$ cat config.mk
export PLATFORM = sky130hd
export DESIGN_NAME = ws2812_frame_seq
export DESIGN_NICKNAME = d
export VERILOG_FILES = /design/src/rtl/ws2812_frame_seq.sv
export SDC_FILE = /design/constraint.sdc
export NUM_CORES = 1
export LEC_CHECK = 0
export CELL_PAD_IN_SITES_DETAIL_PLACEMENT = 0
export CELL_PAD_IN_SITES_GLOBAL_PLACEMENT = 2
export CORE_MARGIN = 8
export CORE_UTILIZATION = 43
export DETAILED_ROUTE_END_ITERATION = 12
export GPL_TIMING_DRIVEN = 0
export MAX_ROUTING_LAYER = met4
export PLACE_DENSITY_LB_ADDON = 0.05
export SETUP_SLACK_MARGIN = 0.15
export SLEW_MARGIN = 20
export SYNTH_ARGS = -nofsm -noshare
export SYNTH_HDL_FRONTEND = slang
export SYNTH_SLANG_ARGS = --single-unit
$ cat constraint.sdc
create_clock -name clk_i -period 2.9 [get_ports clk_i]
set_clock_uncertainty 0.15 [all_clocks]
set_input_delay 0.87 -clock clk_i [delete_from_list [all_inputs] [get_ports clk_i]]
set_output_delay 0.87 -clock clk_i [all_outputs]
set_load 0.01 [all_outputs]
$ cat src/rtl/ws2812_frame_seq.sv
// Purpose: Z80-side pixel buffer and frame sequencer that streams GRB words to a WS2812 serializer.
// Latency: GO -> first pix_valid_o after 2 clocks; one bubble clock between pixels; latch gap of RESET_CYCLES clocks after the serializer drains.
// Backpressure: pix_data_o/pix_valid_o are held until pix_ready_i; the latch gap only starts once tx_busy_i is low.
//
// Ports:
//   clk_i, rst_n_i           clock, asynchronous active-low reset
//   cs_i, wr_n, reg_addr_i,  CPU register window: one write per clock when cs_i=1 and wr_n=0
//   data_i, data_o           write data; read data (combinational from reg_addr_i)
//   pix_data_o, pix_valid_o, pixel stream {G,R,B} with valid/ready handshake
//   pix_ready_i
//   tx_busy_i                serializer still shifting the last word
//   busy_o, frame_done_o     frame in progress; one-clock pulse at the end of the latch gap
//
// Register map: 0 CTRL (W: bit0 GO, bit1 AUTO; R: {BUSY,5'b0,AUTO,1'b0}),
//   1 COUNT (pixels-1, saturating), 2 INDEX (write pointer, wraps to 0),
//   3 R, 4 G, 5 B (writing B commits {G,R,B} at INDEX and bumps INDEX), 6/7 read 0.
module ws2812_frame_seq #(
  parameter int NUM_PIXELS   = 16,
  parameter int IDX_W        = 8,
  parameter int RESET_CYCLES = 2014
) (
  input  logic        clk_i,
  input  logic        rst_n_i,
  input  logic        cs_i,
  input  logic        wr_n,
  input  logic [2:0]  reg_addr_i,
  input  logic [7:0]  data_i,
  output logic [7:0]  data_o,
  output logic [23:0] pix_data_o,
  output logic        pix_valid_o,
  input  logic        pix_ready_i,
  input  logic        tx_busy_i,
  output logic        busy_o,
  output logic        frame_done_o
);

  localparam int AW    = (NUM_PIXELS > 1) ? $clog2(NUM_PIXELS) : 1;
  localparam int CNT_W = (RESET_CYCLES > 1) ? $clog2(RESET_CYCLES) : 1;

  localparam logic [IDX_W-1:0] LAST_IDX = IDX_W'(NUM_PIXELS - 1);
  localparam logic [CNT_W-1:0] LAST_CNT = CNT_W'(RESET_CYCLES - 1);

  localparam logic [2:0] S_IDLE    = 3'd0;
  localparam logic [2:0] S_LOAD    = 3'd1;
  localparam logic [2:0] S_PRESENT = 3'd2;
  localparam logic [2:0] S_DRAIN   = 3'd3;
  localparam logic [2:0] S_LATCH   = 3'd4;

  logic [2:0]       r_state;
  logic             r_auto;
  logic [IDX_W-1:0] r_count;
  logic [IDX_W-1:0] r_index;
  logic [7:0]       r_red;
  logic [7:0]       r_grn;
  logic [7:0]       r_blu;
  logic [IDX_W-1:0] r_ptr;
  logic [CNT_W-1:0] r_cnt;
  logic [23:0]      r_pix;

  // Sized to the address width so every index value selects a real entry.
  logic [23:0]      r_buf [0:(1<<AW)-1];

  logic             w_wr;
  logic             w_go;
  logic             w_commit;
  logic             w_last;
  logic             w_latch_end;
  logic [IDX_W-1:0] w_count_wr;
  logic [IDX_W-1:0] w_index_wr;
  logic [IDX_W-1:0] w_index_inc;

  assign w_wr        = cs_i && !wr_n;
  assign w_go        = w_wr && (reg_addr_i == 3'd0) && data_i[0];
  assign w_commit    = w_wr && (reg_addr_i == 3'd5);

  // COUNT is re-sampled at every pointer compare. If it is lowered below a
  // pixel already sent, the frame ends at the next transfer rather than
  // running the pointer past the buffer.
  assign w_last      = (r_ptr >= r_count);
  assign w_latch_end = (r_state == S_LATCH) && (r_cnt == LAST_CNT);

  assign w_count_wr  = (int'(data_i) >= NUM_PIXELS) ? LAST_IDX : IDX_W'(data_i);
  assign w_index_wr  = (int'(data_i) >= NUM_PIXELS) ? '0 : IDX_W'(data_i);
  assign w_index_inc = (r_index == LAST_IDX) ? '0 : r_index + IDX_W'(1);

  // Pixel storage carries no reset; contents are meaningless until written.
  always_ff @(posedge clk_i) begin
    if (w_commit) begin
      r_buf[r_index[AW-1:0]] <= {r_grn, r_red, data_i};
    end
  end

  always_ff @(posedge clk_i or negedge rst_n_i) begin
    if (!rst_n_i) begin
      r_state <= S_IDLE;
      r_auto  <= 1'b0;
      r_count <= '0;
      r_index <= '0;
      r_red   <= '0;
      r_grn   <= '0;
      r_blu   <= '0;
      r_ptr   <= '0;
      r_cnt   <= '0;
      r_pix   <= '0;
    end else begin
      // CPU register writes are accepted in every state.
      if (w_wr) begin
        case (reg_addr_i)
          3'd0: r_auto  <= data_i[1];
          3'd1: r_count <= w_count_wr;
          3'd2: r_index <= w_index_wr;
          3'd3: r_red   <= data_i;
          3'd4: r_grn   <= data_i;
          3'd5: begin
            r_blu   <= data_i;
            r_index <= w_index_inc;
          end
          default: ;
        endcase
      end

      case (r_state)
        S_IDLE: begin
          if (w_go) begin
            r_ptr   <= '0;
            r_state <= S_LOAD;
          end
        end
        S_LOAD: begin
          // A commit to the same entry in this clock lands after the read,
          // so the word presented is the previous contents.
          r_pix   <= r_buf[r_ptr[AW-1:0]];
          r_state <= S_PRESENT;
        end
        S_PRESENT: begin
          if (pix_ready_i) begin
            if (w_last) begin
              r_state <= S_DRAIN;
            end else begin
              r_ptr   <= r_ptr + IDX_W'(1);
              r_state <= S_LOAD;
            end
          end
        end
        S_DRAIN: begin
          if (!tx_busy_i) begin
            r_cnt   <= '0;
            r_state <= S_LATCH;
          end
        end
        S_LATCH: begin
          if (r_cnt == LAST_CNT) begin
            if (r_auto) begin
              r_ptr   <= '0;
              r_state <= S_LOAD;
            end else begin
              r_state <= S_IDLE;
            end
          end else begin
            r_cnt <= r_cnt + CNT_W'(1);
          end
        end
        default: r_state <= S_IDLE;
      endcase
    end
  end

  // Decoded straight from the state register so reset drops them at once.
  assign pix_valid_o  = (r_state == S_PRESENT);
  assign busy_o       = (r_state != S_IDLE);
  assign frame_done_o = w_latch_end;
  assign pix_data_o   = r_pix;

  always_comb begin
    data_o = 8'h00;
    case (reg_addr_i)
      3'd0:    data_o = {busy_o, 5'b00000, r_auto, 1'b0};
      3'd1:    data_o = 8'(r_count);
      3'd2:    data_o = 8'(r_index);
      3'd3:    data_o = r_red;
      3'd4:    data_o = r_grn;
      3'd5:    data_o = r_blu;
      default: data_o = 8'h00;
    endcase
  end

endmodule

==> impl_metrics.env <==
export IMPL_outcome="finished with violations"
export IMPL_violations="setup timing"
export IMPL_final_core_util=0.534
export IMPL_wirelength_um=50700
export IMPL_crit_path_end_kind="output port"
export IMPL_clock_buffers_created_by_tritoncts=52
export IMPL_hold_violations_final=0
export IMPL_initialDrtViolationCount=891
export IMPL_timing_final_ws_setup_ps=-402
export IMPL_r2r_worst_path_cells=7
export IMPL_die_x_um=227
export IMPL_synth_sequential_area_ratio=0.719
export IMPL_core_area_um2=44000
export IMPL_clockBufferDepth=3
export IMPL_number_of_global_route_vias_before_repair=10800
export IMPL_grt_max_degree=59
export IMPL_worst_ir_drop_vdd_uv=504
export IMPL_clk_insertion_delay_late_ps=600
export IMPL_synthToLayoutAreaGrowth_pct=23.3
export IMPL_antenna_left=0
export IMPL_fin_crit_sh=1.14
export IMPL_cts_h_tree_lvls=2
export IMPL_numClockSinks=471
export IMPL_timing_setup_tns_ps=-724
export IMPL_initial_standard_cell_utilization_of_the_core=0.433
export IMPL_drt_wirelength_per_cell_um=26.6
export IMPL_netlist_area_um2=19100
export IMPL_floorplan_die_height_um=227
export IMPL_hold_path_class="in2async"
export IMPL_finish_net_count=1306
export IMPL_ios=52
export IMPL_route_vias_total=10600
export IMPL_post_syn_nets=1120
export IMPL_whs_ps=29.6
export IMPL_timing_final_setup_violations=2
export IMPL_max_slew_worst_pin_slew_ps=1050
export IMPL_unrepaired_setup_endpoints_after_global_routing="yes"
export IMPL_post_drt_via_cell_ratio=5.54
export IMPL_post_synth_edffs=384
export IMPL_global_route_wire_length_before_repair_um=74400
export IMPL_drt_pre_antenna_iters=5
export IMPL_postSynth_topFlopCell="sky130_fd_sc_hd__edfxtp_1"
export IMPL_syn_area_per_cell_um2=17.5
export IMPL_timing_critical_path_from_type="flip-flop"
export IMPL_yosysWarningCount=0
export IMPL_max_cap_viol_count=0
export IMPL_drc_errors=0
export IMPL_crit_path_max_fanout=3
export IMPL_floorplan_die_area_um2=51400
export IMPL_leakagePower_nw=8.28
export IMPL_gr_usage_all_layers=0.207
export IMPL_cts_tree="yes"
export IMPL_required_time_of_the_worst_setup_path_ps=1880
export IMPL_number_of_placement_rows=77
export IMPL_timing_setup_critical_path_class="reg2out"
export IMPL_post_synth_num_cell_types=54
export IMPL_worst_setup_hold_path_clk_slew_ps=50
export IMPL_timing_fmax_mhz=303
export IMPL_grt_residual_overflow=0
export IMPL_finalMaxSlewViolations=0
export IMPL_post_dp_hpwl_um=31700
export IMPL_max_slew_margin=0.303
export IMPL_synthCells=1088
export IMPL_fraction_of_final_layout_cells_sized_beyond_drive_strength_1=0.311
export IMPL_cp_data_arrival_time_ps=2280
export IMPL_globalplace_congestion=0.790
export IMPL_place_port_buffers=50
export IMPL_ys_async_sr_fraction=0.185
export IMPL_post_route_min_period_ps=3300
export IMPL_pwr_density_cell_nw_per_um2=869
export IMPL_grt_antenna_before_repair=0
export IMPL_ys_ff_latch=471
export IMPL_clock_tree_root_cell="sky130_fd_sc_hd__clkbuf_16"
export IMPL_fillerInstances=3604
==> final cells by class <==
class / count / area (µm²) / share of cell area
Sequential cell: 471 / 13800 / 0.585
Tap cell: 592 / 741 / 0.0315
Inverter: 21 / 78.8 / 0.00335
Multi-Input combinational cell: 545 / 5510 / 0.234
Buffer: 58 / 423 / 0.0180
Clock buffer: 70 / 1450 / 0.0617
Clock inverter: 24 / 258 / 0.0110
Antenna cell: 1 / 2.50 / 0.000106
Timing Repair Buffer: 125 / 1290 / 0.0551
==> report_power, final <==
part,switching [mW],total (mW),internal (mW)
clock,2.66,6.60,3.94
sequential,0.549,8.50,7.95
combinational,2.77,5.32,2.56
==> Yosys cell counts (all sizes together) (15+ instances only) <==
master / count / area share
nand2: 114 / 0.022
inv: 20 / 0.0039
a221o: 27 / 0.014
mux4: 97 / 0.11
clkbuf: 30 / 0.0059
nor3: 35 / 0.0092
edfxtp: 384 / 0.60
mux2: 22 / 0.013
ha: 15 / 0.0098
nand3: 15 / 0.0046
mux2i: 35 / 0.018
o21ai: 28 / 0.0073
buf: 28 / 0.0078
dfrtp: 87 / 0.11
nor2: 35 / 0.0069
==> critical path: stages, from the launching register on <==
cell,delay (ps)
sky130_fd_sc_hd__dfrtp_1,400
sky130_fd_sc_hd__buf_6,130
sky130_fd_sc_hd__or3_4,400
sky130_fd_sc_hd__mux4_2,470
sky130_fd_sc_hd__inv_2,70
sky130_fd_sc_hd__o22ai_2,60
sky130_fd_sc_hd__buf_2,160
==> stage by stage <==
stage	area [µm²]	cells	total power, mW	worst slack [ps]
after floorplan	19300	1088	11.6	56.9
after global placement	20500	1730	13.5	-3090
after detailed placement	20800	1743	13.5	-1040
after CTS	23400	1894	20.6	-435
after global routing	23500	1906	21.3	-440
final	23500	1907	20.4	-402
==> cells by family after synthesis <==
group           synth area share
buf+inv                   0.0178
simple gates              0.0613
xor+xnor                 0.00230
compound gates            0.0441
fa+ha+maj                0.00984
flops                      0.719
mux                        0.146
==> cell usage in the layout, fill, tap and decap left out, drive strengths merged, types with 6 or more instances in the layout <==
master,instances
ha,15
o21ai,28
a21oi,12
a31oi,9
nor2,42
clkbuf,100
a22oi,7
clkinv,15
clkdlybuf4s50,30
mux4,97
and3,10
o22ai,7
nor3,35
inv,23
mux2i,35
nor2b,7
mux2,22
nand4,6
dfrtp,87
buf,118
edfxtp,384
a221o,27
nand2,114
nand3,15
==> path summary, 6_finish.rpt <==
check	from	to	slack, ps
worst max register to register	r_ptr[1]	pix_data_o[18]	280
min in group clk_i	r_blu[7]	r_blu[7]	330
worst max-delay path	r_state[2]	data_o[7]	-400
worst min-delay path	rst_n_i	r_cnt[8]	30
worst min register to register	r_blu[7]	r_blu[7]	330
max in group asynchronous	rst_n_i	r_grn[1]	1900
==> sequential cells by signal, indices dropped and copies added, names as in the netlist <==
signal,flops
r_cnt,11
r_index,8
r_ptr,8
r_buf,384
r_grn,8
r_auto,1
r_blu,8
r_state,3
r_count,8
r_red,8
pix_data_o,24
==> per-layer routing <==
metal	track usage	up-vias	wire length (µm)
met2	0.315	241	23800
met3	0.0294	72	2360
met5	-	-	0
met1	0.290	5547	23300
met4	0.0621	0	1200
li1	-	4712	-
==> repair_timing <==
action | CTS | global route
resized for setup | 169 | 21
hold buffers | 0 | 0
pin swaps | 30 | 8
setup buffers | 49 | 12
cloned | 8 | 0
endpoints found under the setup margin | 329 | 84
Note: power is estimated with default switching activity, not from simulation.
